==> src/rtl/instruction_fetch.sv <==
// MIPS fetch stage: program counter, imem handshake, skid buffer and IF/ID register.
// Define FETCH_ALIGN_CHECK_EN to trap on misaligned redirect targets.
module instruction_fetch #(
    parameter logic [31:0] RESET_PC = 32'h0000_0000
) (
    input  logic        clk,
    input  logic        rst,
    input  logic        stall,
    input  logic        jump_branch,
    input  logic        jump_target,
    input  logic        jump_reg,
    input  logic [31:0] jr_pc,
    output logic        imem_req,
    output logic [31:0] imem_addr,
    input  logic        imem_ready,
    input  logic [31:0] imem_rdata,
    output logic [31:0] pc_id,
    output logic [31:0] instr_id,
    output logic        valid_id,
    output logic        fetch_misaligned,
    output logic [31:0] fetch_bad_addr
);

    typedef enum logic [1:0] {
        FETCH = 2'd0,
        HOLD  = 2'd1,
        TRAP  = 2'd2
    } state_t;

    state_t      state_q;
    state_t      state_d;
    logic        req_en_q;
    logic [31:0] pc_if_q;
    logic [31:0] pc_if_d;
    logic [31:0] pc_id_q;
    logic [31:0] pc_id_d;
    logic [31:0] instr_id_q;
    logic [31:0] instr_id_d;
    logic        valid_id_q;
    logic        valid_id_d;
    logic [31:0] skid_pc_q;
    logic [31:0] skid_pc_d;
    logic [31:0] skid_instr_q;
    logic [31:0] skid_instr_d;
    logic        pend_q;
    logic        pend_d;
    logic [31:0] pend_pc_q;
    logic [31:0] pend_pc_d;

    logic        advance;
    logic        accept;
    logic        redir;
    logic        deliver;
    logic        tgt_take;
    logic        take_bad;
    logic [31:0] pc_id_inc;
    logic [31:0] br_tgt;
    logic [31:0] j_tgt;
    logic [31:0] redir_raw;
    logic [31:0] redir_pc;
    logic [31:0] tgt_use;
    logic [31:0] next_pc;

    assign advance   = ~stall;
    assign imem_req  = req_en_q & (state_q == FETCH);
    assign imem_addr = pc_if_q;
    assign accept    = imem_req & imem_ready;
    assign redir     = valid_id_q & advance
                     & (jump_reg | jump_target | jump_branch);

    assign pc_id_inc = pc_id_q + 32'd4;
    assign br_tgt    = pc_id_inc
                     + {{14{instr_id_q[15]}}, instr_id_q[15:0], 2'b00};
    assign j_tgt     = {pc_id_inc[31:28], instr_id_q[25:0], 2'b00};

    always_comb begin
        redir_raw = br_tgt;
        case (1'b1)
            jump_reg:    redir_raw = jr_pc;
            jump_target: redir_raw = j_tgt;
            default:     redir_raw = br_tgt;
        endcase
    end

    // A pending redirect belongs to the branch ahead of the slot; it wins.
    assign tgt_take = pend_q | redir;
    assign tgt_use  = pend_q ? pend_pc_q : redir_pc;
    assign next_pc  = tgt_take ? tgt_use : pc_if_q + 32'd4;

`ifdef FETCH_ALIGN_CHECK_EN
    logic        mis_q;
    logic [31:0] bad_q;

    assign redir_pc = redir_raw;
    assign take_bad = tgt_take & (tgt_use[1:0] != 2'b00);

    always_ff @(posedge clk or negedge rst) begin
        if (!rst) begin
            mis_q <= 1'b0;
            bad_q <= 32'h0;
        end else if (deliver & take_bad) begin
            mis_q <= 1'b1;
            bad_q <= tgt_use;
        end
    end

    assign fetch_misaligned = mis_q;
    assign fetch_bad_addr   = bad_q;
`else
    assign redir_pc         = redir_raw & 32'hFFFF_FFFC;
    assign take_bad         = 1'b0;
    assign fetch_misaligned = 1'b0;
    assign fetch_bad_addr   = 32'h0;
`endif

    always_comb begin
        state_d      = state_q;
        pc_if_d      = pc_if_q;
        pc_id_d      = pc_id_q;
        instr_id_d   = instr_id_q;
        valid_id_d   = valid_id_q;
        skid_pc_d    = skid_pc_q;
        skid_instr_d = skid_instr_q;
        pend_d       = pend_q;
        pend_pc_d    = pend_pc_q;
        deliver      = 1'b0;
        unique case (state_q)
            FETCH: begin
                if (accept) begin
                    if (advance) begin
                        pc_id_d    = pc_if_q;
                        instr_id_d = imem_rdata;
                        valid_id_d = 1'b1;
                        deliver    = 1'b1;
                    end else begin
                        skid_pc_d    = pc_if_q;
                        skid_instr_d = imem_rdata;
                        state_d      = HOLD;
                    end
                end else if (advance) begin
                    valid_id_d = 1'b0;
                    // Delay slot still in flight: keep target for later.
                    if (redir) begin
                        pend_d    = 1'b1;
                        pend_pc_d = redir_pc;
                    end
                end
            end
            HOLD: begin
                if (advance) begin
                    pc_id_d    = skid_pc_q;
                    instr_id_d = skid_instr_q;
                    valid_id_d = 1'b1;
                    deliver    = 1'b1;
                end
            end
            TRAP: begin
                if (advance) begin
                    valid_id_d = 1'b0;
                end
            end
            default: state_d = FETCH;
        endcase
        if (deliver) begin
            pend_d = 1'b0;
            if (take_bad) begin
                state_d = TRAP;
            end else begin
                pc_if_d = next_pc;
                state_d = FETCH;
            end
        end
    end

    always_ff @(posedge clk or negedge rst) begin
        if (!rst) begin
            state_q <= FETCH;
        end else begin
            state_q <= state_d;
        end
    end

    // Requests start one cycle after reset release.
    always_ff @(posedge clk or negedge rst) begin
        if (!rst) begin
            req_en_q     <= 1'b0;
            pc_if_q      <= RESET_PC;
            pc_id_q      <= 32'h0;
            instr_id_q   <= 32'h0;
            valid_id_q   <= 1'b0;
            skid_pc_q    <= 32'h0;
            skid_instr_q <= 32'h0;
            pend_q       <= 1'b0;
            pend_pc_q    <= 32'h0;
        end else begin
            req_en_q     <= 1'b1;
            pc_if_q      <= pc_if_d;
            pc_id_q      <= pc_id_d;
            instr_id_q   <= instr_id_d;
            valid_id_q   <= valid_id_d;
            skid_pc_q    <= skid_pc_d;
            skid_instr_q <= skid_instr_d;
            pend_q       <= pend_d;
            pend_pc_q    <= pend_pc_d;
        end
    end

    assign pc_id    = pc_id_q;
    assign instr_id = instr_id_q;
    assign valid_id = valid_id_q;

endmodule

==> config.mk <==
export PLATFORM = sky130hd
export DESIGN_NAME = instruction_fetch
export DESIGN_NICKNAME = d
export VERILOG_FILES = /design/src/rtl/instruction_fetch.sv
export SDC_FILE = /design/constraint.sdc
export NUM_CORES = 1
export LEC_CHECK = 0
export ABC_AREA = 1
export BUFFER_PORTS_ARGS = -buffer_cell sky130_fd_sc_hd__clkbuf_2
export CAP_MARGIN = 0
export CORE_ASPECT_RATIO = 1.75
export CORE_MARGIN = 2
export CORE_UTILIZATION = 35
export CTS_CLUSTER_SIZE = 24
export DETAILED_ROUTE_END_ITERATION = 8
export GPL_ROUTABILITY_DRIVEN = 0
export GPL_TIMING_DRIVEN = 0
export SLEW_MARGIN = 20
export SYNTH_ARGS = -nofsm -noshare
export SYNTH_HDL_FRONTEND = slang
export SYNTH_SLANG_ARGS = --single-unit
==> constraint.sdc <==
create_clock -name clk -period 2.6 [get_ports clk]
set_clock_uncertainty 0.05 [all_clocks]
set_input_delay 0.52 -clock clk [delete_from_list [all_inputs] [get_ports clk]]
set_output_delay 0.52 -clock clk [all_outputs]
set_load 0.02 [all_outputs]
* Word-level counts from Yosys, hierarchy flattened
Cells that the tools add are included.
** Storage, ports and cells
- Bits in registers :: 195
- Bits of input ports :: 71
- Output and inout bits :: 131
- Word-level logic and storage cells :: 71
** Cells by class
- $add $sub $neg :: 3
- Eq/ne operators :: 10
- Mux-type cells :: 28
- Bitwise gates (word level) :: 9
- Reductions and logical operators :: 11
** Operators with widths (number)
- 32-bit 2-to-1 mux :: 10
- 32-bit case mux with 2 select lines :: 2
- 32-bit by 3-bit adder with 32-bit output, second input constant :: 2
- 32-bit adder :: 1
- 4-bit AND reduction :: 3
- 1-bit 2-to-1 mux :: 10
- 2-bit 2-to-1 mux :: 3
- 2-bit by 1-bit inequality test with 1-bit output, second input constant :: 3
- 2-bit inequality test, second input constant :: 3
- 3-bit inequality test, second input constant :: 2
- 3-bit AND reduction :: 2
- 2-bit nonzero test :: 3
- 1-bit AND :: 4
- 2-bit case mux with 2 select lines :: 1
- 1-bit OR :: 3
- 1-bit case mux with 3 select lines :: 1
- 3-bit nonzero test :: 1
- 2-bit by 1-bit equality test with 1-bit output, second input constant :: 1
- 2-bit equality test, second input constant :: 1
- 2-bit logical NOT :: 1
- 1-bit NOT :: 2
- 1-bit case mux with 2 select lines :: 1
- 2-bit OR reduction :: 1

* Longest topological paths before layout
Gate-level depths: netlist (run 1).
- Word-level depth :: 8
- Mapped depth :: 29
- Depth with buffers taken out :: 29

* Least setup slack after synthesis (run 1)
OpenSTA, ideal clock, no wires.
- Path kind :: reg2reg
- Start point :: register pc_id_q[2] (netlist: pc_id[2])
- End point :: register pc_if_q[24] (netlist: imem_addr[24])
- Arrival time :: 2.899 ns
- Data required time :: 2.473 ns
- Setup slack :: -0.426 ns
- Cell stages (with the launch flop) :: 23
- Buffers on the path :: 0
- Clock period less this slack :: 3.026 ns
- Cell sequence :: dfrtp_1 -> inv_1 -> nor2_4 -> inv_1 -> nor2_1 -> inv_1 -> nor2_1 -> inv_1 -> nor2_1 -> nand2_1 -> xor2_1 -> ha_1 -> nand2_1 -> nor2_1 -> nand4_1 -> or2_1 -> nand3_1 -> nand2_1 -> nand3_1 -> nand2_1 -> nand2_1 -> nand2_1 -> a21oi_1
** On the way
- Longest elaborated chain between the ends :: 6
** Ends and longest elaborated chain
- from (decl) :: line 35 : logic [31:0] pc_id_q;
- from (signal assigned) :: line 198 : pc_id_q <= pc_id_d;
- 32-bit by 3-bit adder with 32-bit output :: line 71 : assign pc_id_inc = pc_id_q + 32'd4;
- 32-bit adder :: line 73 : + {{14{instr_id_q[15]}}, instr_id_q[15:0], 2'b00};
- 32-bit 2-to-1 mux (2 in series) :: line 78 : case (1'b1)
- 32-bit 2-to-1 mux :: line 87 : assign tgt_use = pend_q ? pend_pc_q : redir_pc;
- 32-bit 2-to-1 mux :: line 88 : assign next_pc = tgt_take ? tgt_use : pc_if_q + 32'd4;
- to (signal assigned) :: line 197 : pc_if_q <= pc_if_d;
- to (decl) :: line 33 : logic [31:0] pc_if_q;
No other way between the ends.
A chain may end at the register's enable or synchronous reset.

* Worst setup path after layout (run 1)
- Start point :: register pc_id_q[4] (netlist: pc_id[4])
- End point :: register pc_if_q[31] (netlist: imem_addr[31])
** On the way
- Longest elaborated chain between the ends :: 6
** Ends and longest elaborated chain (line)
- 32-bit by 3-bit adder with 32-bit output (*) :: 71
- 32-bit adder :: 73
- 32-bit 2-to-1 mux (*) (2 in series) :: 78
- 32-bit 2-to-1 mux (*) :: 87
- 32-bit 2-to-1 mux (*) :: 88
Every way passes the cells marked *; elsewhere a longest branch is shown, timed or not.

==> results of run 1 <==
## logic make-up after synthesis
logic type / share of synthesized area, %
AOI/OAI and AO/OA: 14.9
xor gates and xnor gates: 3.72
adders and majority gates: 3.77
buffers and inverters: 11.3
DFF: 37.7
other: 0.0601
and+or+nand+nor: 28.5
## state kept, by name (all words and copies together), names as in the netlist
name          cells
imem_addr        30
instr_id         32
pc_id            30
pend_pc_q        30
pend_q            1
req_en_q          1
skid_instr_q     32
skid_pc_q        30
state_q           1
valid_id          1
## per-stage QoR
stage	util (%)	power, mW	instance area, um2
after floorplan	-	9.18	12700
after global placement	40.0	11.6	14100
after detailed placement	40.2	11.7	14100
after CTS	45.9	16.2	16100
after global routing	48.4	18.5	17000
final	48.4	17.6	17000
## routing by layer
metal	wire, um	GRT usage, %	up-vias
met5	0	0	-
met4	5600	23.6	0
met3	2910	4.33	268
met2	26700	49.8	694
met1	17700	26.7	6449
li1	-	-	6335
## timing repair
action,4_1_cts,5_1_grt
hold buffers,1,0
setup endpoints to repair,50,53
resized for setup,256,160
setup buffers,53,34
pin swaps,89,98
endpoints found under the hold margin,37,0
## where the power goes
part | switching (mW) | total [mW] | internal [mW]
Combinational | 6.25 | 9.88 | 3.63
Sequential | 1.02 | 4.88 | 3.87
Clock | 1.24 | 2.81 | 1.58
## area by class of cell
class                           count  area (um2)
Multi-Input combinational cell   1343        8100
Clock inverter                     11         156
Buffer                            111         602
Sequential cell                   188        4730
Inverter                          216         816
Clock buffer                       20         457
Fill cell                        3366       18200
Tap cell                          465         582
Timing Repair Buffer              248        1570
## worst min-delay path, cell delays in order
cell	delay (ns)
clkbuf_2	0.08
inv_1	0.06
o21ai_0	0.07
## cell usage in the layout (no fill, tap or decap), types with 13 or more instances in the layout
| cell type | count |
|---|---|
| clkbuf_2 | 159 |
| nor2_1 | 76 |
| nor2_2 | 18 |
| clkbuf_16 | 17 |
| o21ai_0 | 193 |
| buf_4 | 113 |
| buf_2 | 22 |
| inv_2 | 29 |
| nor2_4 | 30 |
| nand2_4 | 31 |
| nor3_1 | 18 |
| xor2_1 | 37 |
| a21oi_2 | 25 |
| dfrtp_1 | 167 |
| nand2_2 | 76 |
| conb_1 | 38 |
| a21oi_1 | 64 |
| inv_1 | 184 |
| nand2_1 | 498 |
| buf_6 | 13 |
| dfrtp_2 | 21 |
| ha_4 | 18 |
| nand3_1 | 45 |
| clkbuf_1 | 42 |
| nand4_1 | 14 |
| nand3_2 | 19 |
| o21ai_1 | 15 |
## how the worst max path moves through the flow
stage                                           end  slack (ns)  depth (start not counted)
after floorplan           imem_addr[31]$_DFFE_PN0P_       -0.24                         29
after global placement        pc_id[10]$_DFFE_PN0P_       -3.10                          1
after detailed placement  pend_pc_q[19]$_DFFE_PN0P_       -1.18                         22
after CTS                 imem_addr[31]$_DFFE_PN0P_       -0.71                         26
after global routing      imem_addr[31]$_DFFE_PN0P_       -0.86                         28
final                     imem_addr[31]$_DFFE_PN0P_       -0.76                         27
==> results.md, run 1 <==
- Run status: finished, violations left
- Failing checks: setup timing
- Clk root buf: clkbuf_16
- Synth Instances: 1,822
- Max cap viols: 0
- Synth cell count leaders: nand2_1, o21ai_0, inv_1
- Worst slew pin tran: a little under 0.8 ns
- Post-synth top area share: between 30% and 40%
- First-pass DRT Iterations: 7
- DPL Wire Length: 40,200 um
- CP peak stage delay: ~0.43 ns
- Antenna-violating nets left: 0
- Final WS setup: -0.764 ns
- Fin cells: 2,602
- Seq/Total Area, Yosys: 37.7%
- Fmax: 0.297 GHz
- Cell variety after synth: 44
- RSZ-0062 raised after global routing: yes
- Synth Flop Type: dfrtp_1
- HP Start: imem_rdata[26]
- Max Buffers Root-to-Sink: 2
- CTS tree: built
- IO Pins: 202
- Critical R2R Launch: pc_id[4]$_DFFE_PN0P_
- Drt initial violations: roughly 1,100
- Post-synth EDFFs: 0
- #FFs+latches synth: 188
- CP max FO: 4
- Max-slew violations: 0
- Mean Syn Cell Area: 6.85 um2
- Ys async rst share: 100%
- Syn-to-layout area delta: 36.3%
- Die Y: about 250 um
- Kind of critical path: reg2reg
- Hold Slack: 0.269 ns
- Die area: 0.0373 mm2
- Most common cell in the netlist: nand2_1
- Kind of end point of the critical path: flop
- Flop-to-flop setup slack: -0.76 ns
- Ranking of synthesized cells by area: dfrtp_1, nand2_1, o21ai_0
- Chip Width: 147 um
- Mapped Area: 0.0125 mm2
- H-Tree Depth: 4
- Global route total overflow: 0
- Clock transition at path regs: 0.07 ns
- WP buf/inv: 6
- Largest net degree at the start of global routing: 80
- Leakage Power: 8.29 nW
- Startpoint Class: flop
- Tmin final: ~3.4 ns
- Wire per inst: 20.3 um
- Initial core utilization: 35.5%
- # placed instances: 2,485
- # diodes: 0
- Total CTS buffers: 17
- PD cells: 1030 mW/mm2
- GRT Util Overall: 27.3%
- Hold path cells: 3
- CP top delay family: simple AND/OR/NAND/NOR gates
- Req. time, crit path: 2.95 ns
- Remaining DRCs: 0
- Setup tns final: -24.95 ns
- IO buf count: 160
- Setup-failing EPs final: 50
- Worst relative slew slack: 47.1%
- Core area: 0.0352 mm2
- Setup crit start: pc_id[4]$_DFFE_PN0P_
- Vias: between 10,000 and 15,000
- Worst EP arrival: around 3.7 ns
- Clk sinks: 188
- Final Cycle Share: 129%
- Hold Vio Cnt, Final: 0
- Pre-CTS WS: -1.18 ns
- Vias in the first global route: 13,400
- VDD IR max: approximately 0.00058 V
- R2R depth: 27
- Ys Warns: 0
- First-pass GRT wire length: 75,900 um
- Rows: 91
- Nets: 2,233
- Crit path max-delay cell type: dfrtp_2
- Hold Path End: skid_instr_q[26]$_DFFE_PN0P_
- Layout cell share with drive strength beyond 1: 32.2%
- Vias/cell: roughly 5.3
- Worst r2r dst: imem_addr[31]$_DFFE_PN0P_
- Worst-skew pair later-pin latency: 0.46 ns
- Path category of the worst min-delay check: in2reg
- Leading area contributor after synthesis: dfrtp_1
- Antenna violations before repair: 0
- Total wire length: roughly 53,000 um
Power figures use the tool's default switching activity.
==> run 2: changes to the inputs <==
Settings changed: SETUP_SLACK_MARGIN from default to 0.3.
==> run 2 against run 1 <==
  * The run still ends with setup timing left
  * Worst hold slack worse by 0.0045 ns
  * Flip-flop and latch count unchanged
  * Via count down 1.3%
  * Critical path depth down 7
  * Critical path type unchanged
==> results.md, run 2 (same netlist as run 1, synthesis figures left out) <==
- Worst-skew pair later-pin latency: 0.46 ns (about the same)
- First-pass DRT Iterations: 5 (-2)
- Total wire length: 52,200 um (-1.4%)
- Largest net degree at the start of global routing: 83 (+3.8%)
- Antenna violations before repair: 0 (unchanged)
- Metal3 WL: 2700 um (-7.3%)
- Vias/cell: 5.22 (-1.2%)
- # placed instances: 2,485 (unchanged)
- Path category of the worst min-delay check: in2reg
- First-pass GRT wire length: 75,500 um (-0.43%)
- Final WS setup: -0.618 ns (+0.146 ns)
- Remaining DRCs: 0 (unchanged)
- Final Util: 48.2% (-0.15 points)
- Global route total overflow: 0 (unchanged)
- Worst relative slew slack: 45.4% (-1.7 points)
- Max-slew violations: 0 (unchanged)
- Setup-failing EPs final: 50 (unchanged)
- Setup tns final: -22.09 ns (+2.86 ns)
- Vias: 13,600 (-1.3%)
- Most frequent cells in the layout: nand2_1, o21ai_0, inv_1
- DPL Wire Length: 40,400 um (+0.45%)
- WL met1: 17,400 um (-1.9%)
- Worst r2r dst: imem_addr[15]$_DFFE_PN0P_
- Core area: 0.0352 mm2 (unchanged)
- Chip Width: 147 um (unchanged)
- CP max FO: 4 (unchanged)
- Setup crit start: pc_id[10]$_DFFE_PN0P_
- Initial core utilization: 35.5% (unchanged)
- Fin cells: 2,600 (-0.077%)
- Design Power: 17.4 mW (-1.2%)
- # diodes: 0 (unchanged)
- Worst-path cell chain: nand2_2, nor2_1, nand4_1, nor2_4, buf_6, xor2_4, buf_4, ha_4, nand2_4, inv_1, nand2_1, nand2_2, a21oi_2, nand2_2, buf_6, xor2_2, o21ai_2, nand2_1, nand2_1, a22oi_1
- Die Y: 254 um (unchanged)
- VDD IR max: 0.000536 V (-7.8%)
- Final Cell Area: 0.0170 mm2 (-0.30%)
- Req. time, crit path: 2.86 ns (-0.09 ns)
- Worst slew pin tran: 0.819 ns (+0.0252 ns)
- Kind of critical path: reg2reg
- Clk root buf: clkbuf_16
- Worst EP arrival: 3.48 ns (-0.24 ns)
- Kind of end point of the critical path: flop
- Flop-to-flop setup slack: -0.62 ns (+0.15 ns)
- Max cap viols: 0 (unchanged)
- Syn-to-layout area delta: 35.8%
- Crit path max-delay cell type: dfrtp_2
- Fmax: 0.311 GHz (+4.5%)
- Vias in the first global route: 13,400 (-0.36%)
- CP peak stage delay: 0.41 ns (-0.02 ns)
- CTS tree: built
- Fillers: 3,391 (+0.74%)
- RSZ-0062 raised after global routing: yes
- Drt initial violations: 1,026 (-11%)
- Placement-stage cell area: 0.0142 mm2 (+0.38%)
- Hold path cells: 3 (unchanged)
- PD cells: 1020 mW/mm2 (-0.94%)
- Met2 wire len: 27,000 um (+1.1%)
- HP Start: imem_rdata[17]
- IO Pins: 202 (unchanged)
- Critical path endpoint: imem_addr[15]$_DFFE_PN0P_
- Leakage Power: 8.24 nW (-0.62%)
- Critical R2R Launch: pc_id[10]$_DFFE_PN0P_
- Wire per inst: 20.1 um (-1.3%)
- Hold Vio Cnt, Final: 0 (unchanged)
- Die area: 0.0373 mm2 (unchanged)
- Antenna-violating nets left: 0 (unchanged)
- Commonest non-fill, non-tap cell in the layout: nand2_1
- GRT Util Overall: 27.2% (-0.18 points)
- R2R depth: 20 (-26%)
- Nets: 2,230 (-0.13%)
- Startpoint Class: flop
- H-Tree Depth: 4 (unchanged)
- Clk sinks: 188 (unchanged)
- Clock transition at path regs: 0.08 ns (about the same)
- Max Buffers Root-to-Sink: 2 (unchanged)
- Rows: 91 (unchanged)
- IO buf count: 160 (unchanged)
- Final Cycle Share: 124% (-5.6 points)
- Total CTS buffers: 17 (unchanged)
- Run status: finished, violations left
- Uppermost layer routed: met4
- Failing checks: setup timing
- Layout cell share with drive strength beyond 1: 31.9% (-0.30 points)
- Tmin final: 3.22 ns (-0.146 ns)
-- run 2: power by group --
part	switching, mW	internal (mW)
sequential	1.02	3.87
clock	1.25	1.49
combinational	6.15	3.58
-- run 2: layout make-up --
class | instances | area, um2 | share of cell area (%)
multi-input combinational | 1343 | 8040 | 47.4
tap | 465 | 582 | 3.43
timing repair buffer | 245 | 1570 | 9.24
buffer | 111 | 619 | 3.65
inverter | 216 | 816 | 4.81
clock buffer | 19 | 453 | 2.67
clock inverter | 13 | 155 | 0.915
sequential | 188 | 4730 | 27.9
-- run 2: what timing repair did --
action	4_1_cts	5_1_grt
hold buffers	1	0
resized for setup	192	210
setup endpoints to repair	94	87
setup buffers	48	34
pin swaps	88	81
hold endpoints to repair	34	0
-- run 2: worst min path at each step --
stage,endpoint
final,skid_instr_q[17]$_DFFE_PN0P_
after global routing,skid_instr_q[9]$_DFFE_PN0P_
after CTS,skid_instr_q[28]$_DFFE_PN0P_
after detailed placement,pend_pc_q[2]$_DFFE_PN0P_
after global placement,pend_pc_q[2]$_DFFE_PN0P_
after floorplan,imem_addr[10]$_DFFE_PN0P_
-- run 2: per-layer routing --
| metal | GRT usage (%) | up-vias |
|---|---|---|
| met5 | 0 | - |
| met2 | 49.9 | 610 |
| met4 | 23.5 | 0 |
| met1 | 26.2 | 6400 |
| met3 | 4.25 | 235 |
| li1 | - | 6321 |
-- run 2: worst max-delay path, delay by kind of cell, from the launching register on --
kind            cells  cell delay [ns]
compound gates      3             0.43
xor+xnor            2             0.30
flops               1             0.41
buf+inv             4             0.46
fa+ha+maj           1             0.21
simple gates       10             1.21
-- run 2: through the flow --
| step | hold WS, ns | setup WS [ns] |
|---|---|---|
| floorplan | 0.174 | -0.238 |
| global placement | 0.405 | -3.12 |
| CTS | 0.256 | -0.677 |
| detailed placement | 0.411 | -1.24 |
| global route | 0.270 | -0.803 |
| finish | 0.265 | -0.618 |
